File: src/rtl/uart_rx_tx.sv
// rtl/uart_rx_tx.sv - 8N1 UART receiver and transmitter with independent FSMs
`timescale 1ns/1ps
module uart_rx_tx #(
  parameter int CLKS_PER_BIT = 217
) (
  input  logic       i_Clock,
  input  logic       i_Reset,
  input  logic       i_RX_Serial,
  output logic [7:0] o_RX_Byte,
  output logic       o_RX_DV,
  input  logic       i_TX_DV,
  input  logic [7:0] i_TX_Byte,
  output logic       o_TX_Serial,
  output logic       o_TX_Active,
  output logic       o_TX_Done
);

  localparam int CW = (CLKS_PER_BIT > 1) ? $clog2(CLKS_PER_BIT) : 1;
  localparam logic [CW-1:0] LAST = CW'(CLKS_PER_BIT - 1);
  localparam logic [CW-1:0] HALF = CW'((CLKS_PER_BIT - 1) / 2);

  typedef enum logic [2:0] {S_IDLE, S_START, S_DATA, S_STOP, S_CLEANUP} state_t;

  logic rx_meta, rx_sync;

  state_t          rx_state, rx_state_n;
  logic [CW-1:0]   rx_cnt, rx_cnt_n;
  logic [2:0]      rx_idx, rx_idx_n;
  logic [7:0]      rx_byte_n;
  logic            rx_dv_n;

  state_t          tx_state, tx_state_n;
  logic [CW-1:0]   tx_cnt, tx_cnt_n;
  logic [2:0]      tx_idx, tx_idx_n;
  logic [7:0]      tx_data, tx_data_n;
  logic            tx_serial_n, tx_active_n, tx_done_n;

  // Synchronizer idles high so reset never looks like a start bit
  always_ff @(posedge i_Clock or posedge i_Reset) begin
    if (i_Reset) begin
      rx_meta <= 1'b1;
      rx_sync <= 1'b1;
    end else begin
      rx_meta <= i_RX_Serial;
      rx_sync <= rx_meta;
    end
  end

  always_ff @(posedge i_Clock or posedge i_Reset) begin
    if (i_Reset) begin
      rx_state  <= S_IDLE;
      rx_cnt    <= '0;
      rx_idx    <= '0;
      o_RX_Byte <= 8'h00;
      o_RX_DV   <= 1'b0;
    end else begin
      rx_state  <= rx_state_n;
      rx_cnt    <= rx_cnt_n;
      rx_idx    <= rx_idx_n;
      o_RX_Byte <= rx_byte_n;
      o_RX_DV   <= rx_dv_n;
    end
  end

  always_comb begin
    rx_state_n = rx_state;
    rx_cnt_n   = rx_cnt;
    rx_idx_n   = rx_idx;
    rx_byte_n  = o_RX_Byte;
    rx_dv_n    = 1'b0;
    case (rx_state)
      S_IDLE: begin
        rx_cnt_n = '0;
        rx_idx_n = '0;
        if (!rx_sync) rx_state_n = S_START;
      end
      S_START: begin
        if (rx_cnt == HALF) begin
          rx_cnt_n   = '0;
          rx_state_n = rx_sync ? S_IDLE : S_DATA;
        end else begin
          rx_cnt_n = rx_cnt + CW'(1);
        end
      end
      S_DATA: begin
        if (rx_cnt < LAST) begin
          rx_cnt_n = rx_cnt + CW'(1);
        end else begin
          rx_cnt_n          = '0;
          rx_byte_n[rx_idx] = rx_sync;
          if (rx_idx == 3'd7) begin
            rx_idx_n   = '0;
            rx_state_n = S_STOP;
          end else begin
            rx_idx_n = rx_idx + 3'd1;
          end
        end
      end
      S_STOP: begin
        if (rx_cnt < LAST) begin
          rx_cnt_n = rx_cnt + CW'(1);
        end else begin
          rx_cnt_n   = '0;
          rx_dv_n    = 1'b1;
          rx_state_n = S_CLEANUP;
        end
      end
      S_CLEANUP: rx_state_n = S_IDLE;
      default:   rx_state_n = S_IDLE;
    endcase
  end

  always_ff @(posedge i_Clock or posedge i_Reset) begin
    if (i_Reset) begin
      tx_state    <= S_IDLE;
      tx_cnt      <= '0;
      tx_idx      <= '0;
      tx_data     <= 8'h00;
      o_TX_Serial <= 1'b1;
      o_TX_Active <= 1'b0;
      o_TX_Done   <= 1'b0;
    end else begin
      tx_state    <= tx_state_n;
      tx_cnt      <= tx_cnt_n;
      tx_idx      <= tx_idx_n;
      tx_data     <= tx_data_n;
      o_TX_Serial <= tx_serial_n;
      o_TX_Active <= tx_active_n;
      o_TX_Done   <= tx_done_n;
    end
  end

  // Line level is registered, so every level shows one clock after its state
  always_comb begin
    tx_state_n  = tx_state;
    tx_cnt_n    = tx_cnt;
    tx_idx_n    = tx_idx;
    tx_data_n   = tx_data;
    tx_serial_n = 1'b1;
    tx_active_n = o_TX_Active;
    tx_done_n   = 1'b0;
    case (tx_state)
      S_IDLE: begin
        tx_cnt_n    = '0;
        tx_idx_n    = '0;
        tx_active_n = 1'b0;
        if (i_TX_DV) begin
          tx_data_n   = i_TX_Byte;
          tx_active_n = 1'b1;
          tx_state_n  = S_START;
        end
      end
      S_START: begin
        tx_serial_n = 1'b0;
        if (tx_cnt < LAST) begin
          tx_cnt_n = tx_cnt + CW'(1);
        end else begin
          tx_cnt_n   = '0;
          tx_state_n = S_DATA;
        end
      end
      S_DATA: begin
        tx_serial_n = tx_data[tx_idx];
        if (tx_cnt < LAST) begin
          tx_cnt_n = tx_cnt + CW'(1);
        end else begin
          tx_cnt_n = '0;
          if (tx_idx == 3'd7) begin
            tx_idx_n   = '0;
            tx_state_n = S_STOP;
          end else begin
            tx_idx_n = tx_idx + 3'd1;
          end
        end
      end
      S_STOP: begin
        tx_serial_n = 1'b1;
        if (tx_cnt < LAST) begin
          tx_cnt_n = tx_cnt + CW'(1);
        end else begin
          tx_cnt_n    = '0;
          tx_done_n   = 1'b1;
          tx_active_n = 1'b0;
          tx_state_n  = S_CLEANUP;
        end
      end
      S_CLEANUP: tx_state_n = S_IDLE;
      default:   tx_state_n = S_IDLE;
    endcase
  end

endmodule

File: config.mk
export PLATFORM = sky130hd
export DESIGN_NAME = uart_rx_tx
export DESIGN_NICKNAME = d
export VERILOG_FILES = /design/src/rtl/uart_rx_tx.sv
export SDC_FILE = /design/constraint.sdc
export NUM_CORES = 1
export LEC_CHECK = 0
export BUFFER_PORTS_ARGS = -buffer_cell sky130_fd_sc_hd__buf_2
export CAP_MARGIN = 10
export CORE_AREA = 5 5 59 88
export DETAILED_ROUTE_END_ITERATION = 8
export DIE_AREA = 0 0 64 93
export PLACE_DENSITY_LB_ADDON = 0.05
export REMOVE_ABC_BUFFERS = 1
export SLEW_MARGIN = 40
export SYNTH_ARGS = -nofsm -noshare
export SYNTH_HDL_FRONTEND = slang
export SYNTH_SLANG_ARGS = --single-unit
File: constraint.sdc
create_clock -name i_Clock -period 2.22 [get_ports i_Clock]
set_input_delay 0.333 -clock i_Clock [delete_from_list [all_inputs] [get_ports i_Clock]]
set_output_delay 0.333 -clock i_Clock [all_outputs]
set_load 0.05 [all_outputs]
==> flow_summary.ini <==
[route]
wl_mm = 4.37
antenna_left = 0
viasPerCell = 5.78
routed-via-count = 1682
wire_per_inst_um = 15.0
dr.pass1.iters = 4
drt_iter0_drc = 81
post-route-drc-count = 0

[timing]
fmax_mhz = 569
setup_viol = 0
holdWs_ps = 111
hold_violations = 0
setup-tns-final_ps = 0
clock_skew_ps = 9.29
worst_pin_slew_ps = 680
drv_slew = 0
finalCritPeriodShare = 0.791
fin_crit_ps = 1760
worst_slew_margin_rel = 0.546
rsz0062_at_grt = no

[synthesis]
yosysWarnings = 0
synth_top_family_by_area = simple AND/OR/NAND/NOR gates
synth_xor_area_frac = 0.0468
synthAdderAreaFrac = 0.0360
synth.avg_cell_area_um2 = 11.1
synth_cell_type_count = 38
syn_inst = 219
synthSimpleGateAreaFrac = 0.181
synth_compound_area_frac = 0.0823
netlist_area_mm2 = 0.00243
yosysSeqAreaShare = 0.516
muxShareOfSynthArea = 0.105
synth-seq-cells = 50
ys.flop_type = dfrtp_1
synthArstFlopShare = 1.00
synth_edf_count = 0

[power_and_ir_drop]
p_per_area_mw_per_mm2 = 551
total_power_w = 0.00147
power_frac_seq = 0.633
power.internal_w = 0.00116
p_clk_frac = 0.339
ir_drop_mv = 0.455
switching_power_w = 0.000308
pwr-share-comb = 0.028
netSwitchingFraction = 0.210
leakage_nw = 1.26

[die]
die_x_um = 64
row_count = 30
dieArea_mm2 = 0.00595
core_mm2 = 0.00439
die_h_um = 93
start_util = 0.554
io_pins = 24

[job]
cap_violations = 0

[global_route]
grt_pass1_vias = 1744
grt_max_degree = 41
grt_pass1_wl_mm = 7.95
grt_overflow = 0
grt_usage = 0.167
antenna_found_initial = 0

[final_layout]
insertedDiodeCount = 0
nets = 261
area_delta_synth_final_pct = 9.42
drive_above_1_share = 0.267
nFillCells = 359
stdcell_count = 291

[critical_path]
start_kind = register
cp.arrival_ps = 1930
critPathCaptureType = register
worstPathRequired_ps = 2390
cp_max_fo = 8
reg2reg_setup_slack_ps = 460
path_class = reg -> reg

[place]
placedCellCount = 283
portBuffers = 23
gp_congestion = 0.778
hpwl_mm = 3.34

[outcome]
status = finished clean

[hold_path]
hold_path_class = in -> async

[clocking]
clock_sinks = 50
clk_path_buf_depth = 2
cts_resized = 0
cts_setup_buffers = 0
holdBufCountCts = 0
cts_max_level = 2
tritoncts = yes
cts_made_buffers = 5
clk_pin_slew_ps = 80
clk_latency_ps = 300
root_buffer = clkbuf_8
-- worst paths after layout --
path / startpoint / endpoint / cells after the start
min reg2reg: rx_meta / rx_sync / 0
max reg2reg: rx_cnt[0] / rx_cnt[4] / 6
min in group i_Clock: i_RX_Serial / rx_meta / 1
max in group asynchronous: i_Reset / tx_state[2] / 3
min: i_Reset / rx_cnt[2] / 2
max: rx_cnt[0] / rx_cnt[4] / 6
-- metal layers --
layer	routed length, um	track usage
met3	148	0.0409
met5	0	0
met2	2510	0.310
met1	1630	0.177
met4	76	0.0607
-- power by group through the flow --
stage	combinational [W]	sequential (W)	clock, W
final	0.0000413	0.000927	0.000497
after global routing	0.0000484	0.000929	0.000569
after CTS	0.0000430	0.000927	0.000518
after detailed placement	0.0000430	0.000945	0
after global placement	0.0000411	0.000944	0
after floorplan	0.0000241	0.000943	0
-- layout make-up --
class / instances / area (um^2) / area share
clock buffers: 6 / 72.6 / 0.0273
inverters: 9 / 35.0 / 0.0132
multi-input cells: 151 / 1100 / 0.413
clock inverters: 2 / 10.0 / 0.00376
well taps: 48 / 60.1 / 0.0226
flip-flops and latches: 50 / 1250 / 0.472
repair buffers: 25 / 130 / 0.0489
-- through the flow --
| stage | setup slack [ps] | cell area (um^2) | util |
|---|---|---|---|
| after floorplan | 613 | 2390 | - |
| after global placement | 538 | 2580 | 0.587 |
| after detailed placement | 461 | 2580 | 0.587 |
| after CTS | 443 | 2660 | 0.605 |
| after global routing | 363 | 2660 | 0.606 |
| final | 463 | 2660 | 0.606 |
-- registers in the layout, summed over array words and instances, names as in the netlist, 3 cells and up --
signal	flops
tx_data	8
rx_state	3
tx_idx	3
tx_cnt	8
tx_state	3
o_RX_Byte	8
rx_idx	3
rx_cnt	8
-- kinds of logic after synthesis --
family          Yosys count
compound gates           26
xor+xnor                 13
fa+ha+maj                 7
buf+inv                  18
flops                    50
mux                      21
simple gates             84
-- placed cells by master, fill, tap and decap left out, drive strengths merged, types with 4 or more instances in the layout --
master,n
ha,7
or2,5
nor3,11
a22o,8
nor2b,4
nand4b,4
clkbuf,6
o21ai,4
buf,25
xnor2,7
dfrtp,47
nand2,13
inv,8
mux2,16
nand3,9
a21oi,8
xor2,6
nor2,28
-- cells in the mapped netlist, types with 5 or more instances --
cell	count	share of area
dfrtp_1	47	0.48
nor2_1	28	0.043
mux2_2	16	0.074
nand2_1	13	0.020
inv_1	9	0.014
nand3_1	9	0.019
nor3_1	9	0.019
a21oi_1	8	0.016
a22o_1	8	0.029
ha_1	7	0.036
xnor2_1	7	0.025
xor2_1	6	0.022
or2_2	5	0.013
-- worst max-delay path, cell delays in order (launching register included) --
cell and delay, ps:
dfrtp_1 420, inv_1 80, ha_1 150, nand4b_1 100
or3_4 370, a221oi_4 410, nor2_1 100
(Power assumes the default switching activity.)
